File: src/rtl/csr_regs_pkg.sv
// Machine-mode CSR addresses and WARL write masks.
package csr_regs_pkg;

  localparam logic [11:0] CSR_MSTATUS  = 12'h300;
  localparam logic [11:0] CSR_MISA     = 12'h301;
  localparam logic [11:0] CSR_MIE      = 12'h304;
  localparam logic [11:0] CSR_MTVEC    = 12'h305;
  localparam logic [11:0] CSR_MCNTINH  = 12'h320;
  localparam logic [11:0] CSR_MSCRATCH = 12'h340;
  localparam logic [11:0] CSR_MEPC     = 12'h341;
  localparam logic [11:0] CSR_MCAUSE   = 12'h342;
  localparam logic [11:0] CSR_MTVAL    = 12'h343;
  localparam logic [11:0] CSR_MIP      = 12'h344;
  localparam logic [11:0] CSR_MCYCLE   = 12'hB00;
  localparam logic [11:0] CSR_MCYCLEH  = 12'hB80;
  localparam logic [11:0] CSR_MINSTRET = 12'hB02;
  localparam logic [11:0] CSR_MINSTRH  = 12'hB82;
  localparam logic [11:0] CSR_CYCLE    = 12'hC00;
  localparam logic [11:0] CSR_CYCLEH   = 12'hC80;
  localparam logic [11:0] CSR_INSTRET  = 12'hC02;
  localparam logic [11:0] CSR_INSTRH   = 12'hC82;
  localparam logic [11:0] CSR_MHARTID  = 12'hF14;

  localparam logic [31:0] MSTATUS_WMASK = 32'h0000_0088;
  localparam logic [31:0] MSTATUS_FIXED = 32'h0000_1800;
  localparam logic [31:0] MIE_WMASK     = 32'h0000_0888;
  localparam logic [31:0] MTVEC_WMASK   = 32'hFFFF_FFFD;
  localparam logic [31:0] MEPC_WMASK    = 32'hFFFF_FFFC;
  localparam logic [31:0] MCNTINH_WMASK = 32'h0000_0005;

endpackage

File: src/rtl/csr_counter64.sv
// 64-bit event counter with inhibit and per-half write.
module csr_counter64 (
  input  logic        clk,
  input  logic        rst_n,
  input  logic        inc,
  input  logic        inhibit,
  input  logic        we_lo,
  input  logic        we_hi,
  input  logic [31:0] wdata,
  output logic [63:0] count
);

  // A write freezes the untouched half: no increment, no carry.
  always_ff @(posedge clk or negedge rst_n) begin
    if (!rst_n) begin
      count <= '0;
    end else if (we_lo || we_hi) begin
      if (we_lo) count[31:0]  <= wdata;
      if (we_hi) count[63:32] <= wdata;
    end else if (inc && !inhibit) begin
      count <= count + 64'd1;
    end
  end

endmodule

File: src/rtl/csr_regs.sv
// Machine-mode CSR file: read port to id, writes from ex,
// trap/mret state updates, counters and interrupt pending.
module csr_regs
  import csr_regs_pkg::*;
#(
  parameter logic [31:0] HART_ID   = 32'h0,
  parameter logic [31:0] MISA_VAL  = 32'h4000_0100,
  parameter logic [31:0] MTVEC_RST = 32'h0
) (
  input  logic        clk,
  input  logic        rst_n,
  input  logic [11:0] csr_addr_i,
  output logic [31:0] csr_data_o,
  output logic        csr_ill_o,
  input  logic        we_i,
  input  logic [11:0] waddr_i,
  input  logic [31:0] wdata_i,
  input  logic        instret_i,
  input  logic        trap_i,
  input  logic [31:0] trap_cause_i,
  input  logic [31:0] trap_pc_i,
  input  logic [31:0] trap_val_i,
  input  logic        mret_i,
  input  logic        irq_ext_i,
  input  logic        irq_tmr_i,
  input  logic        irq_sw_i,
  output logic [31:0] mtvec_o,
  output logic [31:0] mepc_o,
  output logic        irq_pend_o
);

  logic        st_mie;
  logic        st_mpie;
  logic [31:0] mie_q;
  logic [31:0] mtvec_q;
  logic [31:0] mcntinh_q;
  logic [31:0] mscratch_q;
  logic [31:0] mepc_q;
  logic [31:0] mcause_q;
  logic [31:0] mtval_q;
  logic [63:0] mcycle;
  logic [63:0] minstret;
  logic [31:0] mstatus;
  logic [31:0] mip;

  assign mstatus = {19'b0, 2'b11, 3'b0, st_mpie,
                    3'b0, st_mie, 3'b0};
  assign mip = {20'b0, irq_ext_i, 3'b0, irq_tmr_i,
                3'b0, irq_sw_i, 3'b0};

  // trap/mret own mstatus, mepc, mcause and mtval this cycle
  logic lock;
  assign lock = trap_i | mret_i;

  logic wr_mstatus, wr_mie, wr_mtvec, wr_mcntinh;
  logic wr_mscratch, wr_mepc, wr_mcause, wr_mtval;
  logic wr_cyc_lo, wr_cyc_hi, wr_ins_lo, wr_ins_hi;
  logic wr_reg;

  assign wr_mstatus  = we_i & ~lock & (waddr_i == CSR_MSTATUS);
  assign wr_mie      = we_i & (waddr_i == CSR_MIE);
  assign wr_mtvec    = we_i & (waddr_i == CSR_MTVEC);
  assign wr_mcntinh  = we_i & (waddr_i == CSR_MCNTINH);
  assign wr_mscratch = we_i & (waddr_i == CSR_MSCRATCH);
  assign wr_mepc     = we_i & ~lock & (waddr_i == CSR_MEPC);
  assign wr_mcause   = we_i & ~lock & (waddr_i == CSR_MCAUSE);
  assign wr_mtval    = we_i & ~lock & (waddr_i == CSR_MTVAL);
  assign wr_cyc_lo   = we_i & (waddr_i == CSR_MCYCLE);
  assign wr_cyc_hi   = we_i & (waddr_i == CSR_MCYCLEH);
  assign wr_ins_lo   = we_i & (waddr_i == CSR_MINSTRET);
  assign wr_ins_hi   = we_i & (waddr_i == CSR_MINSTRH);

  assign wr_reg = wr_mstatus | wr_mie | wr_mtvec | wr_mcntinh |
                  wr_mscratch | wr_mepc | wr_mcause | wr_mtval;

  logic [31:0] wval;
  always_comb begin
    wval = wdata_i;
    case (waddr_i)
      CSR_MSTATUS:
        wval = (wdata_i & MSTATUS_WMASK) | MSTATUS_FIXED;
      CSR_MIE:     wval = wdata_i & MIE_WMASK;
      CSR_MTVEC:   wval = wdata_i & MTVEC_WMASK;
      CSR_MEPC:    wval = wdata_i & MEPC_WMASK;
      CSR_MCNTINH: wval = wdata_i & MCNTINH_WMASK;
      default:     wval = wdata_i;
    endcase
  end

  logic [31:0] rdata;
  always_comb begin
    rdata     = '0;
    csr_ill_o = 1'b0;
    case (csr_addr_i)
      CSR_MSTATUS:  rdata = mstatus;
      CSR_MISA:     rdata = MISA_VAL;
      CSR_MIE:      rdata = mie_q;
      CSR_MTVEC:    rdata = mtvec_q;
      CSR_MCNTINH:  rdata = mcntinh_q;
      CSR_MSCRATCH: rdata = mscratch_q;
      CSR_MEPC:     rdata = mepc_q;
      CSR_MCAUSE:   rdata = mcause_q;
      CSR_MTVAL:    rdata = mtval_q;
      CSR_MIP:      rdata = mip;
      CSR_MCYCLE,
      CSR_CYCLE:    rdata = mcycle[31:0];
      CSR_MCYCLEH,
      CSR_CYCLEH:   rdata = mcycle[63:32];
      CSR_MINSTRET,
      CSR_INSTRET:  rdata = minstret[31:0];
      CSR_MINSTRH,
      CSR_INSTRH:   rdata = minstret[63:32];
      CSR_MHARTID:  rdata = HART_ID;
      default:      csr_ill_o = 1'b1;
    endcase
  end

  // Counters are excluded from bypass: they show the pre-write value.
  assign csr_data_o = (wr_reg && waddr_i == csr_addr_i) ?
                      wval : rdata;

  always_ff @(posedge clk or negedge rst_n) begin
    if (!rst_n) begin
      st_mie     <= 1'b0;
      st_mpie    <= 1'b0;
      mie_q      <= '0;
      mtvec_q    <= MTVEC_RST;
      mcntinh_q  <= '0;
      mscratch_q <= '0;
      mepc_q     <= '0;
      mcause_q   <= '0;
      mtval_q    <= '0;
    end else begin
      if (trap_i) begin
        st_mpie  <= st_mie;
        st_mie   <= 1'b0;
        mepc_q   <= trap_pc_i & MEPC_WMASK;
        mcause_q <= trap_cause_i;
        mtval_q  <= trap_val_i;
      end else if (mret_i) begin
        st_mie  <= st_mpie;
        st_mpie <= 1'b1;
      end else begin
        if (wr_mstatus) begin
          st_mie  <= wval[3];
          st_mpie <= wval[7];
        end
        if (wr_mepc)   mepc_q   <= wval;
        if (wr_mcause) mcause_q <= wval;
        if (wr_mtval)  mtval_q  <= wval;
      end
      if (wr_mie)      mie_q      <= wval;
      if (wr_mtvec)    mtvec_q    <= wval;
      if (wr_mcntinh)  mcntinh_q  <= wval;
      if (wr_mscratch) mscratch_q <= wval;
    end
  end

  csr_counter64 u_mcycle (
    .clk     (clk),
    .rst_n   (rst_n),
    .inc     (1'b1),
    .inhibit (mcntinh_q[0]),
    .we_lo   (wr_cyc_lo),
    .we_hi   (wr_cyc_hi),
    .wdata   (wdata_i),
    .count   (mcycle)
  );

  csr_counter64 u_minstret (
    .clk     (clk),
    .rst_n   (rst_n),
    .inc     (instret_i),
    .inhibit (mcntinh_q[2]),
    .we_lo   (wr_ins_lo),
    .we_hi   (wr_ins_hi),
    .wdata   (wdata_i),
    .count   (minstret)
  );

  assign mtvec_o    = mtvec_q;
  assign mepc_o     = mepc_q;
  assign irq_pend_o = st_mie & |(mie_q & mip);

endmodule

File: config.mk
export PLATFORM = sky130hd
export DESIGN_NAME = csr_regs
export DESIGN_NICKNAME = d
export VERILOG_FILES = /design/src/rtl/csr_regs_pkg.sv /design/src/rtl/csr_counter64.sv /design/src/rtl/csr_regs.sv
export SDC_FILE = /design/constraint.sdc
export NUM_CORES = 1
export LEC_CHECK = 0
export CAP_MARGIN = 20
export CORE_MARGIN = 1.5
export CORE_UTILIZATION = 57
export CTS_CLUSTER_SIZE = 24
export DETAILED_ROUTE_END_ITERATION = 8
export GPL_TIMING_DRIVEN = 0
export HOLD_SLACK_MARGIN = 0.05
export PLACE_DENSITY = 0.81
export SYNTH_ARGS = -nofsm -noshare
export SYNTH_HDL_FRONTEND = slang
export SYNTH_SLANG_ARGS = --single-unit
File: constraint.sdc
create_clock -name clk -period 3.6 [get_ports clk]
set_clock_uncertainty 0.15 [all_clocks]
set_input_delay 0.72 -clock clk [delete_from_list [all_inputs] [get_ports clk]]
set_output_delay 0.72 -clock clk [all_outputs]
set_load 0.005 [all_outputs]
==> results.cfg, run 1 <==
[run_status]
outcome = stopped before the end
stop_stage = 5_1_grt
stop_error = [ERROR GRT-0232] Routing congestion too high. Check the congestion heatmap in the GUI.

[synth]
ys_seq_area_share_pct = 41.83
async_flop_share_pct = 100.0
synth_edf_count = 0
synthCells = 2508
synth_cell_types = 93
syn_area_per_cell_um2 = 8.443
synth_warnings = 0
synthFlopType = dfrtp_1
syn_nets = 2671
netlist_area_um2 = 21180
ys_ff_latch = 354
synth_top_area_cell = dfrtp_1
synth_top_area_share_pct = 41.83
ys_top_cells_by_area = dfrtp_1 (42%), a21oi_1 (6.0%), o21ai_0 (5.5%)

[place]
io_buffer_count = 248
place_congestion = 1.078
hpwl_um = 77220
place_worst_setup_slack_ns = -1.815

[sta]
worst_endpoint = csr_data_o[7]
worst_endpoint_kind = primary output

[grt]
grtUsageTotal_pct = 85.95
grt_max_degree = 114
overflow = 245

[clock_network]
cts.root.buffer_cell = clkbuf_16
h-tree-depth = 2
clk_path_buf_depth = 3
cts_sinks = 354
numCtsBuffers = 40

[floorplanning]
die_y_um = 195.7
rows = 70
die_w_um = 195.7
io_pins = 259
start_util_pct = 57.84
==> routing by layer <==
metal / GRT overflow / track usage [%]
met1: 17 / 85.66
met5: 1 / 60.92
met3: 36 / 78.61
met4: 91 / 84.07
met2: 100 / 95.38
==> through the flow <==
step / hold WS [ns] / instance area (um2) / setup TNS, ns / cells / util [%]
after floorplan: 0.2744 / 21180 / 0 / 2508 / -
after CTS: 0.3337 / 27490 / -0.02883 / 3373 / 75.10
after global placement: 0.3077 / 24240 / -5001.71 / 3224 / 66.22
after detailed placement: 0.3201 / 24360 / -64.58 / 3229 / 66.53
==> cell usage after synthesis (7+ instances only) <==
cell type / count
dfrtp_1: 354
nand2_1: 302
a21oi_1: 254
o21ai_0: 234
nor2_1: 216
clkbuf_1: 114
nand3_1: 95
o22ai_1: 78
and2_1: 75
a22oi_1: 74
mux2i_1: 74
buf_2: 58
nor3_1: 54
o21ai_1: 46
nand4_1: 38
and3_1: 31
inv_1: 20
mux2_2: 20
nor4_1: 20
a211oi_1: 19
o22a_1: 19
a31oi_1: 17
o31ai_1: 16
or3_1: 16
xnor2_1: 14
o32ai_1: 12
buf_4: 11
o211ai_1: 11
a2bb2oi_1: 10
and4_1: 10
mux4_2: 10
a221oi_1: 9
a311oi_1: 9
nor3b_1: 8
or2_2: 8
or4_1: 8
a221o_1: 7
nor2b_1: 7
o21a_1: 7
==> logic make-up after synthesis <==
family	count (synthesis)	share of synthesized area (%)
AND/OR/NAND/NOR	948	22.53
AO/OA/AOI/OAI	869	24.73
adder cells (fa/ha/maj)	2	0.1182
buffers and inverters	215	4.437
XOR/XNOR	15	0.6204
multiplexers	105	5.732
flip-flops	354	41.83
==> what timing repair did <==
item	CTS
cloned	3
hold buffers	1
endpoints found under the hold margin	38
endpoints found under the setup margin	33
gates resized for setup	492
pin swaps	58
setup buffers	71
==> inputs of run 2 (changes only) <==
Settings changed: CORE_UTILIZATION 57 to 40, CTS_CLUSTER_SIZE 24 to default, HOLD_SLACK_MARGIN 0.05 to default, PLACE_DENSITY 0.81 to default, PLACE_DENSITY_LB_ADDON from default to 0.15.
==> results.cfg, run 2 <==
[route]
topRoutingLayerUsed = met5
ant_nets = 0
wl_met1_um = 44220
dr.pass1.iters = 6
viasPerCell = 6.696
routed_wl_um = 117500
drc = 0
initialDrtViolationCount = 3110
routed-wl-met2_um = 51090
vias = 24070
wl_met3_um = 13120
avgRoutedWirePerCell_um = 32.67

[synth]
syn_area_per_cell_um2 = 8.443
synth_top_area_cell = dfrtp_1
ys_ff_latch = 354
synth_top_area_share_pct = 41.83
netlist_area_um2 = 21180
synth_cell_types = 93
ys_top_cells_by_area = dfrtp_1 (42%), a21oi_1 (6.0%), o21ai_0 (5.5%)
synth.most_common_cell = dfrtp_1
syn_nets = 2671
synthCells = 2508
ys_seq_area_share_pct = 41.83
synthFlopType = dfrtp_1
synth_edf_count = 0
synth_warnings = 0
synth.top_cells.by_count = dfrtp_1 (354), nand2_1 (302), a21oi_1 (254)
async_flop_share_pct = 100.0

[floorplanning]
die_y_um = 233.1
io_pins = 259
die_w_um = 233.1
die_area_um2 = 54330
start_util_pct = 40.38
core_um2 = 52450
rows = 84

[clock_network]
cts_tree = done
h-tree-depth = 2
numCtsBuffers = 43
clk_path_buf_depth = 3
clk-insertion-delay-late_ns = 0.60
clk_transition_reported_paths_ns = 0.06
cts.root.buffer_cell = clkbuf_16
cts_sinks = 354

[power]
p_leak_nw = 11.41
peakVddDrop_mv = 0.3376
power.density_nw_per_um2 = 371.5

[setup_path]
crit_path_max_fanout = 6
worst_ep_required_time_ns = 2.73
cp_data_arrival_time_ns = 2.84
worst_setup_path_end_kind = output pin
worstSetupStartpointType = primary input
path_class = in2out

[cells_and_area]
layout_commonest_cell = dfrtp_1
final_area_um2 = 28300
final_core_utilization_pct = 53.97
syn2layout_area_growth_pct = 33.66
reg_top3 = u_mcycle.count x64, u_minstret.count x64
fin_nets = 3037
final_cell_mix = dfrtp_1 (354), nand2_1 (301), a21oi_1 (239), o21ai_0 (214), nor2_1 (207)
final_layout_size_suffix_gt1_share_pct = 18.31

[grt]
grt_pass1_vias = 22780
grt_max_degree = 121
antenna_found_initial = 5
overflow = 0
grtUsageTotal_pct = 42.67
grt_pass1_wl_um = 166100

[sta]
tns_ns = -0.3173
min_period_ns = 3.706
fmax_mhz = 269.9
layout_setup_ws_ns = -0.1056
hold_viol_final = 0
tightestPinTransition_ns = 1.076
rsz0062_at_grt = true
relSlewSlack_pct = 27.63
post-route-period-util_pct = 102.9
setup_viol = 9
slew_viol_final = 0

[run_status]
violations = setup timing
outcome = finished, violations left

[flow_run]
drv_cap = 0

[place]
place_congestion = 1.026
hpwl_um = 85720
place_area_um2 = 24670
io_buffer_count = 248

[min_path]
min_path_type = in2reg
run 2: cell counts after synthesis:
Identical to the previous run, type by type.
run 2: final timing paths:
check                                   start              endpoint  slack (ns)  cells past startpoint
setup / recovery                csr_addr_i[1]         csr_data_o[4]       -0.11                      9
min in group asynchronous               rst_n  u_minstret.count[51]        0.48                      2
max in group asynchronous               rst_n          mcause_q[27]        1.40                      4
setup reg to reg           u_mcycle.count[30]    u_mcycle.count[63]        0.32                      6
hold / removal                         mret_i                st_mie        0.31                      3
hold reg to reg                mscratch_q[17]        mscratch_q[17]        0.33                      2
run 2: logic make-up (layout without fill, tap and decap cells):
| kind of cell | after synthesis | after routing | share of synthesized area (%) |
|---|---|---|---|
| AOI/OAI and AO/OA | 869 | 869 | 24.73 |
| xor gates and xnor gates | 15 | 15 | 0.6204 |
| adders and majority gates | 2 | 2 | 0.1182 |
| buffers and inverters | 215 | 611 | 4.437 |
| DFF | 354 | 354 | 41.83 |
| muxes | 105 | 105 | 5.732 |
| other | 0 | 2 | 0 |
| and+or+nand+nor | 948 | 949 | 22.53 |
run 2: what timing repair did:
| item | CTS | global route |
|---|---|---|
| hold endpoints to repair | 43 | 0 |
| cloned | 5 | 1 |
| setup endpoints to repair | 33 | 32 |
| gates resized for setup | 524 | 120 |
| setup buffers | 49 | 15 |
| pin swaps | 65 | 41 |
| hold buffers | 1 | 0 |
run 2: power breakdown:
group | switching, mW | internal, mW | total [mW]
Sequential | 0.309 | 4.20 | 4.51
Combinational | 0.951 | 0.622 | 1.57
Clock | 1.92 | 2.51 | 4.43
run 2: metal layers:
layer  global-route usage, %  up-vias
met1                   54.53    11790
met4                   26.77        8
met5                  0.5515        -
met2                   64.48     1790
li1                        -    10020
met3                   10.63      464
run 2: layout make-up:
class / count / area [um2]
multi-input cells: 1940 / 12700
inverters: 21 / 78.83
fillers: 4855 / 24140
clock inverters: 6 / 77.57
clock buffers: 70 / 1287
repair buffers: 328 / 3216
diodes: 2 / 5.005
plain buffers: 186 / 1216
well taps: 688 / 860.8
flip-flops and latches: 354 / 8859
run 2: worst max-delay path, cell delays in order:
cell,delay [ns]
buf_8,0.10
buf_8,0.14
buf_12,0.13
mux2_4,0.29
a222oi_1,0.57
o22ai_1,0.25
a221oi_2,0.33
mux2i_4,0.13
buf_2,0.16
run 2: stage by stage:
stage                     hold WS [ns]  instances  worst slack, ns  total power [mW]
after global routing            0.3423       3593         -0.05459             10.73
after floorplan                 0.2744       2508           0.3650             5.069
after detailed placement        0.3197       3453           -2.060             5.904
after global placement          0.3086       3444           -15.15             5.881
final                           0.3055       3595          -0.1056             10.51
after CTS                       0.3330       3580        0.0006544             10.38
Note: power is estimated with default switching activity, not from simulation.
